`src/rtl/cordic_vectoring.sv`:
```
// Iterative vectoring-mode CORDIC: (x,y) -> atan2(y,x) and magnitude, one micro-rotation per clock.
// Optional build macro CORDIC_MAG_SCALE_EN adds a SCALE cycle that removes the CORDIC gain from mag_out.
module cordic_vectoring #(
    parameter int          ITER    = 16,
    parameter logic [17:0] K_RECIP = 18'h09B75
) (
    input  logic               clock,
    input  logic               reset_n,
    input  logic signed [17:0] x_in,
    input  logic signed [17:0] y_in,
    input  logic               in_valid,
    output logic               in_ready,
    output logic signed [18:0] angle_out,
    output logic signed [20:0] mag_out,
    output logic               out_valid
);

    localparam logic [1:0] S_IDLE  = 2'd0;
    localparam logic [1:0] S_ITER  = 2'd1;
`ifdef CORDIC_MAG_SCALE_EN
    localparam logic [1:0] S_SCALE = 2'd2;
`endif
    localparam logic [1:0] S_DONE  = 2'd3;

    localparam logic [4:0]        LAST_CNT = 5'(ITER - 1);
    localparam logic signed [18:0] HALF_PI = 19'sd102944;

    logic [1:0]         r_state;
    logic [4:0]         r_count;
    logic               r_zero;
    logic signed [20:0] r_x;
    logic signed [20:0] r_y;
    logic signed [18:0] r_z;

    logic               w_accept;
    logic signed [20:0] w_x_ext;
    logic signed [20:0] w_y_ext;
    logic signed [20:0] w_x_pre;
    logic signed [20:0] w_y_pre;
    logic signed [18:0] w_z_pre;
    logic signed [20:0] w_x_sh;
    logic signed [20:0] w_y_sh;
    logic [17:0]        w_lut;
    logic signed [18:0] w_atan;
    logic signed [20:0] w_x_nxt;
    logic signed [20:0] w_y_nxt;
    logic signed [18:0] w_z_nxt;

    // atan(2^-i) in Q2.16; table shared with the rotation core, unused entries read zero
    function automatic logic [17:0] atan_lut(input logic [4:0] idx);
        case (idx)
            5'd0:    atan_lut = 18'd51472;
            5'd1:    atan_lut = 18'd30385;
            5'd2:    atan_lut = 18'd16055;
            5'd3:    atan_lut = 18'd8150;
            5'd4:    atan_lut = 18'd4091;
            5'd5:    atan_lut = 18'd2047;
            5'd6:    atan_lut = 18'd1024;
            5'd7:    atan_lut = 18'd512;
            5'd8:    atan_lut = 18'd256;
            5'd9:    atan_lut = 18'd128;
            5'd10:   atan_lut = 18'd64;
            5'd11:   atan_lut = 18'd32;
            5'd12:   atan_lut = 18'd16;
            5'd13:   atan_lut = 18'd8;
            5'd14:   atan_lut = 18'd4;
            5'd15:   atan_lut = 18'd2;
            default: atan_lut = 18'd0;
        endcase
    endfunction

`ifdef CORDIC_MAG_SCALE_EN
    // Truncating gain correction: (x * K_RECIP) >>> 16, K_RECIP treated as unsigned Q0.16
    function automatic logic signed [20:0] scale_mag(input logic signed [20:0] x);
        logic signed [39:0] prod;
        prod      = x * $signed({1'b0, K_RECIP});
        scale_mag = prod[36:16];
    endfunction
`else
    logic w_unused_k;
    assign w_unused_k = ^K_RECIP;
`endif

    assign in_ready = (r_state == S_IDLE) && reset_n;
    assign w_accept = in_valid && in_ready;
    assign w_x_ext  = {{3{x_in[17]}}, x_in};
    assign w_y_ext  = {{3{y_in[17]}}, y_in};

    // Left half-plane vectors are pre-rotated by +/-pi/2 so the iterations only cover (-pi/2, pi/2]
    always_comb begin
        w_x_pre = w_x_ext;
        w_y_pre = w_y_ext;
        w_z_pre = '0;
        if (x_in[17]) begin
            if (!y_in[17]) begin
                w_x_pre = w_y_ext;
                w_y_pre = -w_x_ext;
                w_z_pre = HALF_PI;
            end else begin
                w_x_pre = -w_y_ext;
                w_y_pre = w_x_ext;
                w_z_pre = -HALF_PI;
            end
        end
    end

    assign w_x_sh = r_x >>> r_count;
    assign w_y_sh = r_y >>> r_count;
    assign w_lut  = atan_lut(r_count);
    assign w_atan = {w_lut[17], w_lut};

    always_comb begin
        if (!r_y[20]) begin
            w_x_nxt = r_x + w_y_sh;
            w_y_nxt = r_y - w_x_sh;
            w_z_nxt = r_z + w_atan;
        end else begin
            w_x_nxt = r_x - w_y_sh;
            w_y_nxt = r_y + w_x_sh;
            w_z_nxt = r_z - w_atan;
        end
    end

    always_ff @(posedge clock) begin
        if (w_accept) begin
            r_x <= w_x_pre;
            r_y <= w_y_pre;
            r_z <= w_z_pre;
        end else if (r_state == S_ITER) begin
            r_x <= w_x_nxt;
            r_y <= w_y_nxt;
            r_z <= w_z_nxt;
        end
    end

    always_ff @(posedge clock) begin
        if (!reset_n) begin
            r_state   <= S_IDLE;
            r_count   <= '0;
            r_zero    <= 1'b0;
            angle_out <= '0;
            mag_out   <= '0;
            out_valid <= 1'b0;
        end else begin
            out_valid <= 1'b0;
            case (r_state)
                S_IDLE: begin
                    if (in_valid) begin
                        r_state <= S_ITER;
                        r_count <= '0;
                        r_zero  <= (x_in == '0) && (y_in == '0);
                    end
                end
                S_ITER: begin
                    r_count <= r_count + 5'd1;
                    if (r_count == LAST_CNT) begin
`ifdef CORDIC_MAG_SCALE_EN
                        r_state <= S_SCALE;
`else
                        r_state   <= S_DONE;
                        angle_out <= r_zero ? '0 : w_z_nxt;
                        mag_out   <= r_zero ? '0 : w_x_nxt;
                        out_valid <= 1'b1;
`endif
                    end
                end
`ifdef CORDIC_MAG_SCALE_EN
                S_SCALE: begin
                    r_state   <= S_DONE;
                    angle_out <= r_zero ? '0 : r_z;
                    mag_out   <= r_zero ? '0 : scale_mag(r_x);
                    out_valid <= 1'b1;
                end
`endif
                S_DONE:  r_state <= S_IDLE;
                default: r_state <= S_IDLE;
            endcase
        end
    end

endmodule
```
`config.mk`:
```
export PLATFORM = sky130hd
export DESIGN_NAME = cordic_vectoring
export DESIGN_NICKNAME = d
export VERILOG_FILES = /design/src/rtl/cordic_vectoring.sv
export SDC_FILE = /design/constraint.sdc
export NUM_CORES = 1
export LEC_CHECK = 0
export CORE_MARGIN = 2
export CORE_UTILIZATION = 35
export CTS_CLUSTER_SIZE = 14
export DETAILED_ROUTE_END_ITERATION = 6
export GPL_TIMING_DRIVEN = 1
export PLACE_DENSITY_LB_ADDON = 0.3
export SYNTH_ARGS = -nofsm -noshare
export SYNTH_HDL_FRONTEND = slang
export SYNTH_SLANG_ARGS = --single-unit
```
`constraint.sdc`:
```
create_clock -name clock -period 9.2 [get_ports clock]
set_clock_uncertainty 0.1 [all_clocks]
set_input_delay 2.76 -clock clock [delete_from_list [all_inputs] [get_ports clock]]
set_output_delay 2.76 -clock clock [all_outputs]
set_load 0.05 [all_outputs]
```
* After elaboration in Yosys (flattened, before gate mapping)
Memories as Yosys holds them, arrays and structs flattened. A register that Yosys moved wholly into a read port is not among the register bits. Index checks and enable logic that the tools add are counted.
Storage, ports and cells: word-level logic and storage cells 64, register bits 110, input port bits 39, bits in read-only memories 256, memories kept 1, output and inout bits 42
Memories:
- (name not given) | depth 16, bits a word 16, read ports 1, clocked after memory_dff 1, write ports 0, RTL line 51 | case (idx)
Cells by class: equal/unequal tests 4, mux-type cells 26, shift-type cells 2, add/subtract/negate cells 9, reduce and logical (&&, ||, !) cells 13
Operators with widths (count):
- $mux W21 | 11
- $mux W19 | 6
- $add A21 B21 Y21 | 2
- $neg A18 Y21 | 2
- $sshr A21 B5 Y21 | 2
- $sub A21 B21 Y21 | 2
- $logic_not A18 Y1 | 2
- $add A19 B18 Y19 | 1
- $sub A19 B18 Y19 | 1
- $mux W18 | 1
- $pmux W5 S2 | 1
- $reduce_and A2 Y1 | 5
- $mux W4 | 2
- $add A5 B1 Y5 const B | 1
- $eq A5 B4 Y1 const B | 1
- $mux W5 | 1
- $mux W2 | 2
- $pmux W2 S2 | 1
- $reduce_bool A2 Y1 | 2
- $logic_and A1 B1 Y1 | 3
- $eq A2 B1 Y1 const B | 1
- $logic_not A2 Y1 | 1
- $ne A2 B1 Y1 const B | 1
- $ne A2 B2 Y1 const B | 1
- $mux W1 | 1

* Depth between registers and ports, before layout
depth in word-level cells 5, gate-level depth with buffers 27, mapped depth without buffers 23

* Worst setup path after synthesis
OpenSTA, ideal clock, no wires.
kind input-to-output, start point input port reset_n, end point output port in_ready, setup slack 2332 ps, buffers on the path 0, required time 6340 ps, stages on the path 2, arrival 4008 ps, path through clkinv_1 -> nor3_1
Between the ends: longest elaborated chain between the ends 1
Ends and longest elaborated chain:
- start: declaration | RTL line 8 | input logic reset_n,
- $logic_and A1 B1 Y1 | RTL line 84 | assign in_ready = (r_state == S_IDLE) && reset_n;
- end: declaration | RTL line 12 | output logic in_ready,
No other way between the ends.

* Worst setup path in the final report
Same ends and word-level chain as after synthesis.

==> reports/results.txt <==
hpwl dp - 29190 um
post_cts resized - 0
cell taking the most area after synthesis - edfxtp_1
Final Slew Violations - 0
setup TNS - 0 ps
worst hold path endpoint - angle_out[15]
Final nets - 1647
Register-to-Register Path Depth - 18
synth-to-layout area growth - 13.07%
P_int - 3.016 mW
DR vias - 11.85k
Design Power - 5.920 mW
sequential fraction of design power - 19.7%
Min-Delay Path Class - flop to flop
first-pass GRT wire length - 63430 um
Clock power frac - 11.5%
Peak VDD IR - 0.1992 mV
clk slew on worst S/H paths - 60 ps
worst reg2reg endpoint - r_y[19]
Worst Hold Slack - 374.9 ps
largest net degree at the start of global routing - 72
Reg-to-Reg Start - r_count[1]
flops & latches, synth - 126
routed vias/inst - 5.918
min Tclk post-route - 7024 ps
sequential fraction of the synthesis area - 24.77%
Setup crit end kind - primary output
# hold bufs at CTS - 0
syn nets - 1620
Chip Width - 194.1 um
Residual DRC - 0
Main synth FF type - dfxtp_1
Syn Area/Cell - 8.427 sq um
PwrDens - 413.9 nW/um^2
reg2reg setup slack - 2260 ps
sw frac - 49.05%
Sink Count - 126
clock latency on the worst-skew pair - 440 ps
total of warnings raised by yosys - 0
synth unique cells - 88
total wire length - 40230 um
root buffer cell - clkbuf_16
Crit Path Category - input port to primary output
antenna violations before repair - 0
gpl congestion - 0.9417
clk buf depth - 2
TritonRoute pass-1 iters - 7
synth top area cells - edfxtp_1, dfxtp_1, ha_1
leakage - 5.435 nW
Inserted Clock Buffers - 17
Syn Inst Count - 1501
layout cells sized above 1 - 9.150%
required time worst endpoint - 6340 ps
Core Box Area - 35570 sq um
initial core utilization - 35.56%
Psw - 2.904 mW
combinational share of power - 68.8%
status - finished clean
Fillers - 3623
Max Cap Viol - 0
DR WL/cell - 20.10 um
Slew headroom - 38.68%
final setup vio count - 0
CP arrival - 4160 ps
GRT Util Overall - 21.06%
async set-reset flop share out of synthesis - 0%
fin crit share - 76.35%
row count - 69
slew of the pin with the lowest slew margin - 916.4 ps
htree depth - 4
Antenna Nets Post-Route - 0
Die Ht - 194.1 um
CTS tree - yes
endpoints failing hold - 0
Critical Path Fanout Max - 12
IO buf count - 80
Worst Setup Start Kind - input port
antenna cells - 0
setup bufs post-CTS - 0
unrepaired setup endpoints after global routing - no
Min-Delay Path Depth - 2
fmax - 0.1424 GHz
die area - 37670 sq um
Post-Syn Area - 12650 sq um
DR iter-0 viols - 1057
vias in the first global route - 10.98k
top cell type's share of synthesized area - 14.48%
number of enable flip-flop cells after synthesis - 61
io pins - 81
hold_sp - angle_out[15]
total grt overflow - 0
==> worst max path at each step <==
stage                     startpoint       end  slack (ps)  cells after the start
final                        reset_n  in_ready        2180                      4
after global routing      r_count[1]   r_y[19]        1740                     18
after CTS                    reset_n  in_ready        2170                      4
after detailed placement     reset_n  in_ready        2170                      4
after global placement       reset_n  in_ready        2170                      4
after floorplan              reset_n  in_ready        2330                      2
==> synthesized netlist by cell type (11+ instances only) <==
master / count
nor2_1: 145
nand2_1: 135
o21ai_0: 124
a21oi_1: 113
ha_1: 77
dfxtp_1: 65
edfxtp_1: 61
xnor2_1: 59
clkbuf_1: 57
xor2_1: 50
inv_1: 49
mux2i_1: 49
nor3_1: 44
mux4_2: 35
o211ai_1: 29
nand3_1: 28
nor2b_1: 27
nand2b_1: 24
a22oi_1: 23
a21o_1: 22
mux2_2: 19
or3_1: 15
buf_1: 13
o22ai_1: 13
a31oi_1: 12
and3_1: 12
nor4_1: 11
o21a_1: 11
==> cell usage in the layout (no fill, tap or decap), types with 11 or more instances in the layout <==
cell and n:
or3_1 15, xnor2_1 59, edfxtp_1 61, mux2i_1 49, clkbuf_16 17, o22ai_1 13
o21a_1 11, a21o_1 22, nand3_1 28, ha_1 77, nand2b_1 24, xor2_1 50
clkdlybuf4s50_1 78, a22oi_1 23, nor4_1 11, dfxtp_1 61, nor3_1 44, nor2b_1 27
and3_1 11, inv_1 49, mux4_2 35, mux2_2 19, o211ai_1 29, nand2_1 133
o21ai_0 124, nor2_1 145, buf_4 20, a31oi_1 12, a21oi_1 113
==> kinds of logic after synthesis <==
family	count (synthesis)	share of synthesized area (%)
AOI/OAI and AO/OA	443	22.41
muxes	111	13.26
adders and majority gates	80	8.092
DFF	126	24.77
buffers and inverters	142	5.085
xor gates and xnor gates	110	7.676
and+or+nand+nor	489	18.72
==> worst max-delay path, stage by stage <==
cell	delay, ps
clkdlybuf4s50_1	770
clkinv_1	160
nor3_1	220
buf_4	250
==> routing by layer <==
metal / global-route usage (%) / wire, um / up-vias
met3: 3.931 / 2890 / 52
met4: 5.948 / 779 / 0
li1: - / - / 5649
met1: 30.25 / 18660 / 5696
met5: 0 / 0 / -
met2: 32.12 / 17900 / 450
==> layout make-up <==
cell class / count / area (sq um) / area share (%)
clock buffers: 17 / 425.4 / 2.975
clock inverters: 15 / 152.6 / 1.067
inverters: 51 / 191.4 / 1.339
multi-input cells: 1233 / 8879 / 62.08
flip-flops and latches: 126 / 3141 / 21.96
well taps: 461 / 576.8 / 4.033
repair buffers: 99 / 935.9 / 6.544
==> power by group through the flow <==
stage               Sequential [mW]  Clock [mW]  Combinational (mW)
global route                   1.18       0.717                4.54
detailed placement             1.16           0                3.97
global placement               1.16           0                3.92
CTS                            1.15       0.694                4.01
floorplan                      1.03           0                3.14
finish                         1.17       0.684                4.07
==> stage by stage <==
step	setup slack, ps	utilization [%]	cell area, sq um	std cells
5_1_grt	1737	40.21	14300	2002
2_1_floorplan	2332	-	12650	1501
3_5_place_dp	2169	38.58	13720	1970
6_report	2176	40.21	14300	2002
3_3_place_gp	2175	38.58	13720	1970
4_1_cts	2165	40.21	14300	2002
Power figures use the tool's default switching activity.
